**config.mk**
```make
export PLATFORM = sky130hd
export DESIGN_NAME = fpnew_divsqrt_issue_queue
export DESIGN_NICKNAME = d
export VERILOG_FILES = /design/src/rtl/fpnew_pkg.sv /design/src/rtl/fpnew_fifo_ctrl.sv /design/src/rtl/fpnew_divsqrt_issue_queue.sv
export SDC_FILE = /design/constraint.sdc
export NUM_CORES = 1
export LEC_CHECK = 0
export CAP_MARGIN = 10
export CORE_UTILIZATION = 55
export CTS_CLUSTER_SIZE = 25
export DETAILED_ROUTE_END_ITERATION = 6
export GPL_TIMING_DRIVEN = 0
export PLACE_DENSITY = 0.8
export SETUP_SLACK_MARGIN = 0.2
export SLEW_MARGIN = 20
export SYNTH_ARGS = -nofsm -noshare
export SYNTH_HDL_FRONTEND = slang
export SYNTH_SLANG_ARGS = --single-unit
```
**constraint.sdc**
```tcl
create_clock -name clk_i -period 13.9 [get_ports clk_i]
set_input_delay 2.78 -clock clk_i [delete_from_list [all_inputs] [get_ports clk_i]]
set_output_delay 2.78 -clock clk_i [all_outputs]
set_load 0.02 [all_outputs]
```
**src/rtl/fpnew_pkg.sv**
```systemverilog
// Shared FP types used by the div/sqrt datapath and its issue queue.
package fpnew_pkg;

    localparam int unsigned NUM_FP_FORMATS = 5;

    typedef enum logic [2:0] {
        FP32    = 3'd0,
        FP64    = 3'd1,
        FP16    = 3'd2,
        FP8     = 3'd3,
        FP16ALT = 3'd4
    } fp_format_e;

    typedef enum logic [2:0] {
        RNE = 3'b000,
        RTZ = 3'b001,
        RDN = 3'b010,
        RUP = 3'b011,
        RMM = 3'b100,
        ROD = 3'b101,
        DYN = 3'b111
    } roundmode_e;

    typedef enum logic [3:0] {
        FMADD, FNMSUB, ADD, MUL,
        DIV, SQRT,
        SGNJ, MINMAX, CMP, CLASSIFY,
        F2F, F2I, I2F, CPKAB, CPKCD
    } operation_e;

endpackage

```
**src/rtl/fpnew_fifo_ctrl.sv**
```systemverilog
// Pointer/count bookkeeping for a power-of-two FIFO with flush; storage lives in the user.
module fpnew_fifo_ctrl #(
    parameter int unsigned Depth = 4,
    localparam int unsigned AddrW = $clog2(Depth),
    localparam int unsigned PtrW  = AddrW + 1
) (
    input  logic             clk_i,
    input  logic             rst_i,
    input  logic             flush_i,
    input  logic             push_i,
    input  logic             pop_i,
    output logic [AddrW-1:0] wr_addr_o,
    output logic [AddrW-1:0] rd_addr_o,
    output logic             full_o,
    output logic             empty_o,
    output logic [PtrW-1:0]  count_o
);

    if (Depth < 2 || (Depth & (Depth - 1)) != 0) begin : g_bad_depth
        $error("fpnew_fifo_ctrl: Depth must be a power of two >= 2");
    end

    logic [PtrW-1:0] wr_ptr_q, wr_ptr_d;
    logic [PtrW-1:0] rd_ptr_q, rd_ptr_d;
    logic [PtrW-1:0] count_q,  count_d;
    logic            push_ok, pop_ok;

    // The extra MSB on each pointer tells full from empty when the low bits match.
    assign full_o    = (wr_ptr_q[AddrW] != rd_ptr_q[AddrW]) &&
                       (wr_ptr_q[AddrW-1:0] == rd_ptr_q[AddrW-1:0]);
    assign empty_o   = (wr_ptr_q == rd_ptr_q);
    assign wr_addr_o = wr_ptr_q[AddrW-1:0];
    assign rd_addr_o = rd_ptr_q[AddrW-1:0];
    assign count_o   = count_q;

    assign push_ok = push_i & ~full_o;
    assign pop_ok  = pop_i & ~empty_o;

    always_comb begin
        wr_ptr_d = wr_ptr_q;
        rd_ptr_d = rd_ptr_q;
        count_d  = count_q;
        if (flush_i) begin
            wr_ptr_d = '0;
            rd_ptr_d = '0;
            count_d  = '0;
        end else begin
            if (push_ok) wr_ptr_d = wr_ptr_q + PtrW'(1);
            if (pop_ok)  rd_ptr_d = rd_ptr_q + PtrW'(1);
            case ({push_ok, pop_ok})
                2'b10:   count_d = count_q + PtrW'(1);
                2'b01:   count_d = count_q - PtrW'(1);
                default: count_d = count_q;
            endcase
        end
    end

    always_ff @(posedge clk_i) begin
        if (rst_i) begin
            wr_ptr_q <= '0;
            rd_ptr_q <= '0;
            count_q  <= '0;
        end else begin
            wr_ptr_q <= wr_ptr_d;
            rd_ptr_q <= rd_ptr_d;
            count_q  <= count_d;
        end
    end

    a_no_push_when_full : assert property (@(posedge clk_i) disable iff (rst_i)
        !(push_i && full_o && !flush_i));

endmodule

```
**src/rtl/fpnew_divsqrt_issue_queue.sv**
```systemverilog
// Request queue in front of the iterative div/sqrt unit.
// Optional zero-latency bypass when empty: define FPNEW_DIVSQRT_QUEUE_BYPASS_EN.
module fpnew_divsqrt_issue_queue
    import fpnew_pkg::*;
#(
    parameter int unsigned Depth   = 4,
    parameter int unsigned Width   = 64,
    parameter type         TagType = logic,
    parameter type         AuxType = logic,
    localparam int unsigned CntW   = $clog2(Depth) + 1
) (
    input  logic                             clk_i,
    input  logic                             rst_i,
    input  logic [1:0][Width-1:0]            operands_i,
    input  logic [NUM_FP_FORMATS-1:0][1:0]   is_boxed_i,
    input  roundmode_e                       rnd_mode_i,
    input  operation_e                       op_i,
    input  fp_format_e                       dst_fmt_i,
    input  TagType                           tag_i,
    input  AuxType                           aux_i,
    input  logic                             in_valid_i,
    output logic                             in_ready_o,
    input  logic                             flush_i,
    output logic [1:0][Width-1:0]            operands_o,
    output logic [NUM_FP_FORMATS-1:0][1:0]   is_boxed_o,
    output roundmode_e                       rnd_mode_o,
    output operation_e                       op_o,
    output fp_format_e                       dst_fmt_o,
    output TagType                           tag_o,
    output AuxType                           aux_o,
    output logic                             out_valid_o,
    input  logic                             out_ready_i,
    output logic [CntW-1:0]                  occupancy_o,
    output logic                             busy_o
);

    localparam int unsigned AddrW = $clog2(Depth);

    typedef struct packed {
        logic [1:0][Width-1:0]           operands;
        logic [NUM_FP_FORMATS-1:0][1:0]  is_boxed;
        roundmode_e                      rnd_mode;
        operation_e                      op;
        fp_format_e                      dst_fmt;
        TagType                          tag;
        AuxType                          aux;
    } queue_entry_t;

    queue_entry_t             mem_q [Depth];
    queue_entry_t             mem_d [Depth];
    queue_entry_t             in_entry, head_entry, sel_entry, out_entry;
    logic [AddrW-1:0]         wr_addr, rd_addr;
    logic                     full, empty;
    logic                     bypass_en;
    logic                     push_en, pop_en;

    fpnew_fifo_ctrl #(.Depth(Depth)) i_fifo_ctrl (
        .clk_i     (clk_i),
        .rst_i     (rst_i),
        .flush_i   (flush_i),
        .push_i    (push_en),
        .pop_i     (pop_en),
        .wr_addr_o (wr_addr),
        .rd_addr_o (rd_addr),
        .full_o    (full),
        .empty_o   (empty),
        .count_o   (occupancy_o)
    );

    always_comb begin
        in_entry.operands = operands_i;
        in_entry.is_boxed = is_boxed_i;
        in_entry.rnd_mode = rnd_mode_i;
        in_entry.op       = op_i;
        in_entry.dst_fmt  = dst_fmt_i;
        in_entry.tag      = tag_i;
        in_entry.aux      = aux_i;
    end

    assign head_entry = mem_q[rd_addr];

    // Handshake: a beat transfers on an edge where valid & ready are both high.
    // in_ready_o never looks at out_ready_i, so a full queue refuses a push even
    // when the head pops in the same cycle. Flush and reset drop both valid and ready.
    assign in_ready_o = ~full & ~flush_i & ~rst_i;

`ifdef FPNEW_DIVSQRT_QUEUE_BYPASS_EN
    assign bypass_en   = empty & in_valid_i & out_ready_i & ~flush_i & ~rst_i;
    assign out_valid_o = (~empty | bypass_en) & ~flush_i & ~rst_i;
    assign sel_entry   = bypass_en ? in_entry : head_entry;
`else
    assign bypass_en   = 1'b0;
    assign out_valid_o = ~empty & ~flush_i & ~rst_i;
    assign sel_entry   = head_entry;
`endif

    // A bypassed request is consumed directly and must not touch storage or pointers.
    assign push_en = in_valid_i & in_ready_o & ~bypass_en;
    assign pop_en  = out_valid_o & out_ready_i & ~bypass_en;

    assign out_entry = out_valid_o ? sel_entry : queue_entry_t'('0);

    always_comb begin
        operands_o = out_entry.operands;
        is_boxed_o = out_entry.is_boxed;
        rnd_mode_o = out_entry.rnd_mode;
        op_o       = out_entry.op;
        dst_fmt_o  = out_entry.dst_fmt;
        tag_o      = out_entry.tag;
        aux_o      = out_entry.aux;
    end

    assign busy_o = (occupancy_o != '0);

    always_comb begin
        for (int i = 0; i < int'(Depth); i++) begin
            mem_d[i] = mem_q[i];
        end
        if (push_en) begin
            mem_d[wr_addr] = in_entry;
        end
    end

    // Storage is deliberately not reset; outputs are masked by out_valid_o instead.
    always_ff @(posedge clk_i) begin
        for (int i = 0; i < int'(Depth); i++) begin
            mem_q[i] <= mem_d[i];
        end
    end

endmodule

```
* Word level (Yosys, flattened, before mapping) *
Memories as Yosys holds them, arrays and structs flattened. A register that Yosys moved wholly into a read port is not among the register bits.
Cells that the tools add are included.

cells by class
  add/subtract/negate cells = 4
  reductions and logical operators = 5
  multiplexer cells = 8
  magnitude comparators = 2
  bitwise operators = 13
  equal/unequal tests = 5

operator list
  cell                                                                          number
  600-bit bitwise mux                                                           1
  600-bit two-way mux                                                           1
  150-bit demux with 2-bit select                                               1
  150-bit two-way mux                                                           2
  3-bit by 1-bit adder with 3-bit output, second input constant                 3
  1-bit bitwise AND                                                             8
  3-bit one-hot mux with 2 select lines                                         1
  2-bit two-way mux                                                             2
  1-bit inverter                                                                4
  3-bit == test                                                                 1
  3-bit greater-or-equal comparator, second input constant                      1
  3-bit by 1-bit less-than comparator with 1-bit output, second input constant  1
  2-bit inverter with 3-bit output                                              1
  3-bit nonzero test                                                            1
  3-bit by 1-bit subtractor with 3-bit output, second input constant            1
  2-bit by 1-bit == test with 1-bit output, second input constant               1
  2-bit == test                                                                 1
  2-bit == test, second input constant                                          1
  1-bit logical AND                                                             2
  2-bit nonzero test                                                            1
  2-bit OR reduction                                                            1
  1-bit != test                                                                 1

storage, ports and cells
  RAM bits = 600
  bits in registers = 9
  word-level logic and storage cells = 41
  input bits = 155
  output and inout bits = 156
  memories kept = 1

memory list
  name   depth  bits a word  read ports  clocked after memory_dff  wr ports  line                             text
  mem_q  4      150          5           1                         4         fpnew_divsqrt_issue_queue.sv:49  queue_entry_t mem_q [Depth];

* Longest topological paths before layout *
Gate-level depths: netlist of the first run.

  depth in word-level cells = 9
  mapped depth = 12
  gate-level depth less buffers = 9

* By module *
A second synthesis of the first run with hierarchy kept.

second synthesis, totals
  cells, all modules = 1,210
  area total of the unflattened synthesis = 23,184.7 um^2

modules (own cells, without submodules)
  module                     area each (um^2)  times used  sequential area each (um^2)  cells each
  fpnew_divsqrt_issue_queue  22,540.4          1           18,017.3                     1,130
  fpnew_fifo_ctrl            644.4             1           180.2                        80

* Worst setup path after synthesis of the first run *
OpenSTA, ideal clock, no wires.

  kind = input to register
  start point = in rst_i
  end point = mem mem_q[0][0] (netlist name) (enable)
  data required time = 13,371 ps
  setup time = 529 ps
  path buffers = 2
  stages = 5
  setup slack = 5,926 ps
  arrival = 7,445 ps
  cells stage by stage = clkbuf_1 -> or2_0 -> buf_2 -> a31oi_1 -> and3_1

RTL lines
  element          line                             text
  start, declared  fpnew_divsqrt_issue_queue.sv:13  input logic rst_i,
  end, declared    fpnew_divsqrt_issue_queue.sv:49

==> flow_metrics.tcl, run 1 <==
set metrics [dict create \
    status "complete, no violations" \
    layout_setup_ws_ns 5.96 \
    start_util 0.558 \
    syn_nets 1205 \
    numCtsBuffers 59 \
    period_needed_ns 7.94 \
    met1_usage 0.299 \
    ys_seq_elements 611 \
    fin_nets 1590 \
    fillers 2550 \
    drive_gt1_frac 0.197 \
    cts_resized 0 \
    root_buffer "clkbuf_16" \
    pwr_density_cell_nw_per_um2 128 \
    skew_ns 0.0252 \
    cts_sinks 611 \
    critical_path_class "in2out" \
    grt.met3_usage 0.0663 \
    maxCapViolations 0 \
    hold_violations 0 \
    ir_drop_mv 0.113 \
    final_common_cell "edfxtp_1" \
    cp-end-kind "output port" \
    holdBufCountCts 0 \
    leakage_nw 9.32 \
    drt-total-wl_um 48800 \
    clk_latency_ns 0.61 \
    pre_cts_ws_ns 5.93 \
    die_h_um 208 \
    numPortBuffers 308 \
    r2r-end "i_fifo_ctrl.count_o[2]" \
    max_freq_ghz 0.126 \
    cp-start-kind "input pin" \
    final_cell_mix "edfxtp_1 (600), clkdlybuf4s50_1 (308), and2_1 (151)" \
    h-tree-depth 2 \
    setup_viol 0 \
    slew_viol_final 0 \
    post-cts-setup-buffers 0 \
    area_growth_pct 25.8 \
    wl_per_cell_um 24.2 \
    antenna_found_initial 8 \
    yosys_warnings 0 \
    grt_pass1_vias 12300 \
    hold_end "i_fifo_ctrl.count_o[2]" \
    netlist_instances 1043 \
    r2r_setup_slack_ns 10.87 \
    core_area_sq_um 42000 \
    syn_avg_cell_area_sq_um 22.5 \
    grt_pass1_wl_um 73200 \
    ant_nets 0 \
    grt_max_degree 44 \
    drt_iter0_drc 938 \
    ys_seq_area_frac 0.778 \
    period_share 0.571 \
    crit_fanout 10 \
    syn_area_sq_um 23400 \
    timing.slew.headroom 0.485 \
    ioPinCount 311 \
    fp-row-count 75 \
    cts_tree "yes" \
    hold_start "i_fifo_ctrl.count_o[2]" \
    grt_use_met2 0.374 \
    gp_congestion 0.779 \
    rr_startpoint "i_fifo_ctrl.wr_ptr_q[1]" \
    routed_via_density 5.73 \
    reg2regPathDepth 11 \
    grt_overflow 0 \
    rsz0062_at_grt "no" \
    die_area_sq_um 43500 \
    hold_path_class "reg2reg" \
    drt-pass1-iter-count 5 \
    cts_buffer_depth 3 \
    vias 11600 \
    cp.required_ns 11.12 \
    hold_path_depth 2 \
    hpwl_um 29900 \
    gr-usage-all-layers 0.228 \
    drc 0 \
    die_w_um 208 \
    globalRoute.busiestLayer "met2" \
    synth_cell_types 36 \
    setup_tns_ns 0 \
    tightest_slew_ns 0.773 \
    crit_arrival_ns 5.16 \
    clkTransAtPathRegs_ns 0.06 \
]
[logic make-up (layout without fill, tap and decap cells)]
group | count (synthesis) | after routing | synth area share
other | 0 | 2 | 0
and+or+nand+nor | 186 | 186 | 0.0496
xor gates and xnor gates | 8 | 8 | 0.00395
muxes | 150 | 150 | 0.144
DFF | 611 | 611 | 0.778
buffers and inverters | 61 | 495 | 0.0145
AOI/OAI and AO/OA | 20 | 20 | 0.00598
adders and majority gates | 7 | 7 | 0.00406
[final cells by class]
class                           instances  area (sq um)  share of cell area
Multi-Input combinational cell        371          4890               0.166
Buffer                                 56           320              0.0109
Sequential cell                       611         18200               0.618
Antenna cell                            2          5.00            0.000170
Clock inverter                         35           317              0.0107
Timing Repair Buffer                  324          3450               0.117
Inverter                                5          18.8            0.000636
Clock buffer                           75          1580              0.0535
Tap cell                              539           674              0.0229
[sequential cells by signal (all words and copies together), names as in the netlist, named ones only]
| name | cells |
|---|---|
| i_fifo_ctrl.wr_ptr_q | 3 |
| mem_q | 600 |
| i_fifo_ctrl.rd_ptr_q | 3 |
| i_fifo_ctrl.count_o | 3 |
[how the worst max path moves through the flow]
stage / slack, ns / depth (start not counted) / start / to
2_1_floorplan: 5.93 / 5 / rst_i / mem_q[0][0]
3_3_place_gp: 3.24 / 5 / rst_i / mem_q[1][131]
3_5_place_dp: 5.93 / 8 / rst_i / operands_o[52]
4_1_cts: 5.90 / 8 / rst_i / operands_o[52]
5_1_grt: 5.83 / 7 / rst_i / operands_o[17]
6_report: 5.96 / 8 / rst_i / operands_o[52]
[synthesized netlist by cell type (all sizes together)]
cell type | instances | share of area
nand4 | 4 | 0.0011
edfxtp | 600 | 0.77
o21ai | 3 | 0.00064
buf | 32 | 0.0098
nor3b | 2 | 0.00064
and3 | 7 | 0.0019
a311oi | 1 | 0.00037
nor4 | 1 | 0.00027
fa | 1 | 0.00085
inv | 5 | 0.00080
nand2 | 3 | 0.00048
a21oi | 6 | 0.0013
dfxtp | 11 | 0.0094
nand4bb | 1 | 0.00048
and2 | 151 | 0.040
a31oi | 5 | 0.0020
nand2b | 1 | 0.00027
xnor2 | 3 | 0.0021
or2 | 1 | 0.00027
nor2b | 1 | 0.00027
mux4 | 150 | 0.14
a211o | 2 | 0.00075
or3 | 2 | 0.00053
clkbuf | 24 | 0.0039
ha | 6 | 0.0032
o211ai | 2 | 0.00064
xor2 | 5 | 0.0019
or3b | 1 | 0.00037
nor4b | 4 | 0.0015
nor2 | 3 | 0.00048
a211oi | 1 | 0.00032
nand3 | 4 | 0.00085
[routing by layer]
| metal | wire length [um] | share of wire |
|---|---|---|
| met3 | 4480 | 0.092 |
| met5 | 87 | 0.0018 |
| met2 | 24500 | 0.50 |
| met4 | 871 | 0.018 |
| met1 | 18800 | 0.39 |
[power by group]
group,switching (mW),internal (mW),total (mW),leakage [nW]
combinational,0.0792,0.0930,0.172,2.89
sequential,0.00516,2.04,2.05,5.51
clock,0.649,0.910,1.56,0.925
[stage by stage]
step                cell area, sq um  total power, mW  hold WS [ns]   util  cells
finish                         29500             3.78         0.587  0.701   2018
global route                   29500             3.89         0.606  0.701   2017
CTS                            29500             3.81         0.586  0.701   2016
detailed placement             27600             2.26         0.557  0.656   1906
global placement               27200             2.26         0.521  0.647   1890
floorplan                      23400             2.16         0.525      -   1043
[worst max-delay path, cell delays in order]
cell and delay [ns]:
clkbuf_1 0.20, or2_0 0.24, buf_2 0.19, a31oi_4 0.40, buf_6 0.33, buf_6 0.19, and2_1 0.13, clkdlybuf4s50_1 0.69
No activity file was read; power rests on OpenSTA's default activity.
==> run 2: changes to the inputs <==
--- a/config.mk
+++ b/config.mk
@@ -6,11 +6,11 @@
 export NUM_CORES = 1
 export LEC_CHECK = 0
 export CAP_MARGIN = 10
-export CORE_UTILIZATION = 55
+export CORE_UTILIZATION = 50
 export CTS_CLUSTER_SIZE = 25
 export DETAILED_ROUTE_END_ITERATION = 6
 export GPL_TIMING_DRIVEN = 0
-export PLACE_DENSITY = 0.8
+export PLACE_DENSITY = 0.76
 export SETUP_SLACK_MARGIN = 0.2
 export SLEW_MARGIN = 20
 export SYNTH_ARGS = -nofsm -noshare
==> constraint.sdc (replaced) <==
create_clock -name clk_i -period 6.7 [get_ports clk_i]
set_input_delay 1.34 -clock clk_i [delete_from_list [all_inputs] [get_ports clk_i]]
set_output_delay 1.34 -clock clk_i [all_outputs]
set_load 0.02 [all_outputs]
==> run 2 against run 1 <==
  * Routed wire length fell by 1.9%
  * Worst hold slack got worse by 0.042 ns
  * Clock power rose by 110%
  * Worst setup slack got worse by 4.2 ns
  * Via count fell by 1.7%
  * Clock skew rose by 0.00095 ns
==> flow_metrics.tcl, run 2 (same netlist as run 1, synthesis figures left out) <==
set metrics [dict create \
    hold_start "i_fifo_ctrl.count_o[2]" \
    tightest_slew_ns 0.761 \
    ioPinCount 311 \
    drt-pass1-iter-count 5 \
    crit_arrival_ns 3.64 \
    pwr_density_cell_nw_per_um2 265 \
    hold_path_class "reg2reg" \
    cp.required_ns 5.36 \
    place_inst 1963 \
    die_h_um 219 \
    cts_tree "yes" \
    fin_cells 2075 \
    die_area_sq_um 47800 \
    core_area_sq_um 45800 \
    timing.slew.headroom 0.492 \
    largest_register_ffs 600 \
    grt_pass1_wl_um 72100 \
    drt-total-wl_um 47800 \
    placed_area_sq_um 27600 \
    final_common_cell "edfxtp_1" \
    post-cts-setup-buffers 0 \
    period_needed_ns 4.98 \
    root_buffer "clkbuf_16" \
    critPathMaxStageDelay_ns 0.68 \
    holdBufCountCts 0 \
    skew_ns 0.0261 \
    crit_start "rst_i" \
    die_w_um 219 \
    routed_via_density 5.48 \
    drt_iter0_drc 694 \
    cp-end-kind "output port" \
    cp-start-kind "input pin" \
    period_share 0.743 \
    critical_path.most_common_cell "clkbuf_1" \
    cp_cell_sequence "clkbuf_1, or2_0, buf_2, a31oi_4, clkbuf_1, and2_1, clkdlybuf4s50_1" \
    rsz0062_at_grt "no" \
    crit_fanout 10 \
    area_growth_pct 26.0 \
    grt_max_degree 45 \
    slew_viol_final 0 \
    stdcell_area_sq_um 29500 \
    max_freq_ghz 0.201 \
    grt_overflow 0 \
    leakage_nw 9.32 \
    ir_drop_mv 0.270 \
    hpwl_um 30800 \
    vias 11400 \
    regMostFlops "mem_q" \
    hold_violations 0 \
    clkTransAtPathRegs_ns 0.06 \
    clk_latency_ns 0.61 \
    antenna_found_initial 4 \
    critical_path_class "in2out" \
    wl_per_cell_um 23.1 \
    slowest_stage "clkdlybuf4s50_1" \
    maxCapViolations 0 \
    numPortBuffers 308 \
    h-tree-depth 2 \
    setup_viol 0 \
    drive_gt1_frac 0.198 \
    cts_buffer_depth 3 \
    status "complete, no violations" \
    start_util 0.512 \
    cts_sinks 611 \
    fin_nets 1587 \
    cts_resized 0 \
    grt_pass1_vias 12100 \
    rr_startpoint "i_fifo_ctrl.wr_ptr_q[0]" \
    numCtsBuffers 60 \
    gr-usage-all-layers 0.204 \
    drc 0 \
    fp-row-count 78 \
    gp_congestion 0.771 \
    final_cell_mix "edfxtp_1 (600), clkdlybuf4s50_1 (308), and2_1 (151)" \
    setup_tns_ns 0 \
    ant_nets 0 \
]
-- run 2: changes by cell type in the layout (fill, tap and decap cells not counted), sizes merged --
cell	before	now
clkbuf	99	96
clkinv	26	27
inv	5	8
buf	48	44
bufinv	6	5
-- run 2: worst paths after layout --
path | end | slack (ns) | cells after the start
min | i_fifo_ctrl.count_o[2] | 0.54 | 2
max | operands_o[33] | 1.72 | 7
min reg2reg | i_fifo_ctrl.count_o[2] | 0.54 | 2
max reg2reg | i_fifo_ctrl.count_o[2] | 3.74 | 10
-- run 2: routing by layer --
layer  share of wire  routed length [um]  GRT usage  vias up
met5         0.00048                  23          0        -
met4           0.019                 922     0.0571        4
met3           0.090                4290     0.0681       69
met1            0.39               18800      0.260     5892
met2            0.50               23800      0.333      335
li1                -                   -          -     5066
-- run 2: through the flow --
stage	hold WS (ns)	utilization	worst slack [ns]	power, mW
after floorplan	0.525	-	1.88	4.48
after global placement	0.490	0.596	0.462	4.67
after detailed placement	0.541	0.604	1.67	4.69
after CTS	0.552	0.645	1.66	7.92
after global routing	0.574	0.645	1.55	8.08
final	0.545	0.645	1.72	7.83
-- run 2: area by class of cell --
type,instances,area [sq um]
tap,600,751
fill,3037,16200
inverter,5,18.8
buffer,56,320
sequential,611,18200
multi-input combinational,371,4890
timing repair buffer,320,3410
antenna,2,5.00
clock buffer,72,1570
clock inverter,38,330
-- run 2: power breakdown --
group / internal [mW] / switching, mW / leakage, nW
registers: 4.24 / 0.00974 / 5.51
logic: 0.192 / 0.163 / 2.88
clock network: 1.86 / 1.37 / 0.931
total: 6.29 / 1.54 / 9.32
-- run 2: worst max-delay path, delay by kind of cell --
| family | cells | cell delay (ns) |
|---|---|---|
| AOI/OAI and AO/OA | 1 | 0.36 |
| buffers and inverters | 4 | 1.49 |
| and+or+nand+nor | 2 | 0.42 |
==> run 3: changes to the inputs <==
--- a/config.mk
+++ b/config.mk
@@ -6,11 +6,11 @@
 export NUM_CORES = 1
 export LEC_CHECK = 0
 export CAP_MARGIN = 10
-export CORE_UTILIZATION = 50
+export CORE_UTILIZATION = 55
 export CTS_CLUSTER_SIZE = 25
 export DETAILED_ROUTE_END_ITERATION = 6
 export GPL_TIMING_DRIVEN = 0
-export PLACE_DENSITY = 0.76
+export PLACE_DENSITY = 0.8
 export SETUP_SLACK_MARGIN = 0.2
 export SLEW_MARGIN = 20
 export SYNTH_ARGS = -nofsm -noshare
==> constraint.sdc (replaced) <==
create_clock -name clk_i -period 4.9 [get_ports clk_i]
set_input_delay 0.98 -clock clk_i [delete_from_list [all_inputs] [get_ports clk_i]]
set_output_delay 0.98 -clock clk_i [all_outputs]
set_load 0.02 [all_outputs]
==> run 3 against run 2 <==
  * Sequential cell count is the same
  * Register-to-register slack got worse by 1.9 ns
  * Non-clock buffer count increased by 2
  * Die area shrank 9.0%
  * Largest cell class unchanged
  * Critical path type is now reg2out
  * Sequential share of layout area rose by 0.35 points
  * Largest power group unchanged
  * First-iteration DRC count up 32%
  * Power rose by 34%
  * Global-route usage rose by 2.3 points
  * Highest routed layer unchanged
  * Worst hold slack improved by 0.017 ns
==> flow_metrics.tcl, run 3 (same netlist as run 1, synthesis figures left out) <==
set metrics [dict create \
    final_common_cell "edfxtp_1" \
    slew_viol_final 0 \
    holdBufCountCts 0 \
    h-tree-depth 2 \
    die_w_um 208 \
    antenna_found_initial 7 \
    cts_tree "yes" \
    cts_resized 0 \
    rsz0062_at_grt "no" \
    ioPinCount 311 \
    area_growth_pct 25.3 \
    hpwl_um 30200 \
    gr-usage-all-layers 0.227 \
    timing.slew.headroom 0.502 \
    swShare 0.197 \
    p_total_mw 10.5 \
    switchingPower_mw 2.07 \
    p_clk_frac 0.401 \
    critical_path_class "reg2out" \
    pwr_density_cell_nw_per_um2 358 \
    drt-total-wl_um 48300 \
    crit_fanout 10 \
    drc 0 \
    cp.required_ns 3.92 \
    pwr-share-comb 0.047 \
    drt-pass1-iter-count 5 \
    core_area_sq_um 42000 \
    numCtsBuffers 60 \
    hold_violations 0 \
    cts_buffer_depth 3 \
    final_util 0.699 \
    period_needed_ns 4.34 \
    start_util 0.558 \
    numPortBuffers 308 \
    post-cts-setup-buffers 0 \
    cp_cell_sequence "buf_2, buf_2, clkbuf_1, mux4_2, and2_1, clkdlybuf4s50_1" \
    fillers 2534 \
    drt_iter0_drc 914 \
    grt_overflow 0 \
    skew_ns 0.0117 \
    gp_congestion 0.762 \
    fin_cells 2016 \
    setup_tns_ns 0 \
    slowest_stage "clkbuf_1" \
    die_h_um 208 \
    period_share 0.886 \
    largest_register_ffs 600 \
    ant_nets 0 \
    wl_per_cell_um 24.0 \
    drive_gt1_frac 0.192 \
    layout_setup_ws_ns 0.559 \
    final_cell_mix "edfxtp_1 (600), clkdlybuf4s50_1 (308), and2_1 (151)" \
    root_buffer "clkbuf_16" \
    setup_viol 0 \
    grt_max_degree 47 \
    max_freq_ghz 0.230 \
    regMostFlops "mem_q" \
    pre_cts_ws_ns 0.583 \
    cp-end-kind "output port" \
    crit_arrival_ns 3.36 \
    clk_latency_ns 0.60 \
    routed_via_density 5.75 \
    grt_pass1_wl_um 73100 \
    cp-start-kind "register" \
    hold_path_class "reg2reg" \
    ir_drop_mv 0.317 \
    fin_nets 1589 \
    power_frac_seq 0.553 \
    power.internal_mw 8.44 \
    critical_path.most_common_cell "buf_2" \
    vias 11600 \
    stdcell_area_sq_um 29400 \
    place_inst 1904 \
    fp-row-count 75 \
    grt_pass1_vias 12200 \
    cts_sinks 611 \
    placed_area_sq_um 27600 \
    die_area_sq_um 43500 \
    clkTransAtPathRegs_ns 0.06 \
    critPathMaxStageDelay_ns 0.62 \
    tightest_slew_ns 0.747 \
    leakage_nw 9.27 \
    maxCapViolations 0 \
    timing.hold.ws_ns 0.562 \
    status "complete, no violations" \
]
==> run 3: cell count changes in the layout (fill, tap and decap cells not counted) <==
cell | before | now
inv_6 | 2 | 0
clkbuf_1 | 34 | 43
clkinv_2 | 14 | 11
clkinvlp_4 | 3 | 1
inv_8 | 1 | 0
buf_16 | 12 | 9
buf_12 | 0 | 5
bufinv_16 | 5 | 2
clkinv_1 | 11 | 13
==> run 3: cell type report <==
type	instances	area, sq um	area share
inverter	5	18.8	0.000639
sequential	611	18200	0.621
clock inverter	29	189	0.00643
clock buffer	81	1600	0.0545
multi-input combinational	371	4890	0.167
tap	539	674	0.0230
antenna	2	5.00	0.000170
timing repair buffer	322	3430	0.117
buffer	56	320	0.0109
==> run 3: critical path: cells and delay by family, from the launching register on <==
kind	cells	cell delay (ns)
buffers and inverters	4	1.87
DFF	1	0.30
muxes	1	0.41
and+or+nand+nor	1	0.17
==> run 3: final timing paths <==
kind	from	to	slack, ns	cells past startpoint
max reg2reg	i_fifo_ctrl.wr_ptr_q[0]	i_fifo_ctrl.count_o[2]	1.85	10
min reg2reg	i_fifo_ctrl.count_o[2]	i_fifo_ctrl.count_o[2]	0.56	2
min	i_fifo_ctrl.count_o[2]	i_fifo_ctrl.count_o[2]	0.56	2
max	register	operands_o[49]	0.56	6
==> run 3: routing by layer <==
metal / up-vias / global-route usage / part of all wire
li1: 5059 / - / -
met1: 6001 / 0.302 / 0.39
met2: 446 / 0.364 / 0.49
met3: 77 / 0.0697 / 0.093
met4: 10 / 0.0649 / 0.019
met5: - / 0 / 0.0012
==> run 3: power by group through the flow <==
stage | Combinational (mW) | Clock, mW | Sequential (mW)
2_1_floorplan | 0.206 | 0 | 5.92
3_3_place_gp | 0.464 | 0 | 5.92
3_5_place_dp | 0.492 | 0 | 5.92
4_1_cts | 0.496 | 4.31 | 5.81
5_1_grt | 0.523 | 4.50 | 5.81
6_report | 0.490 | 4.22 | 5.81
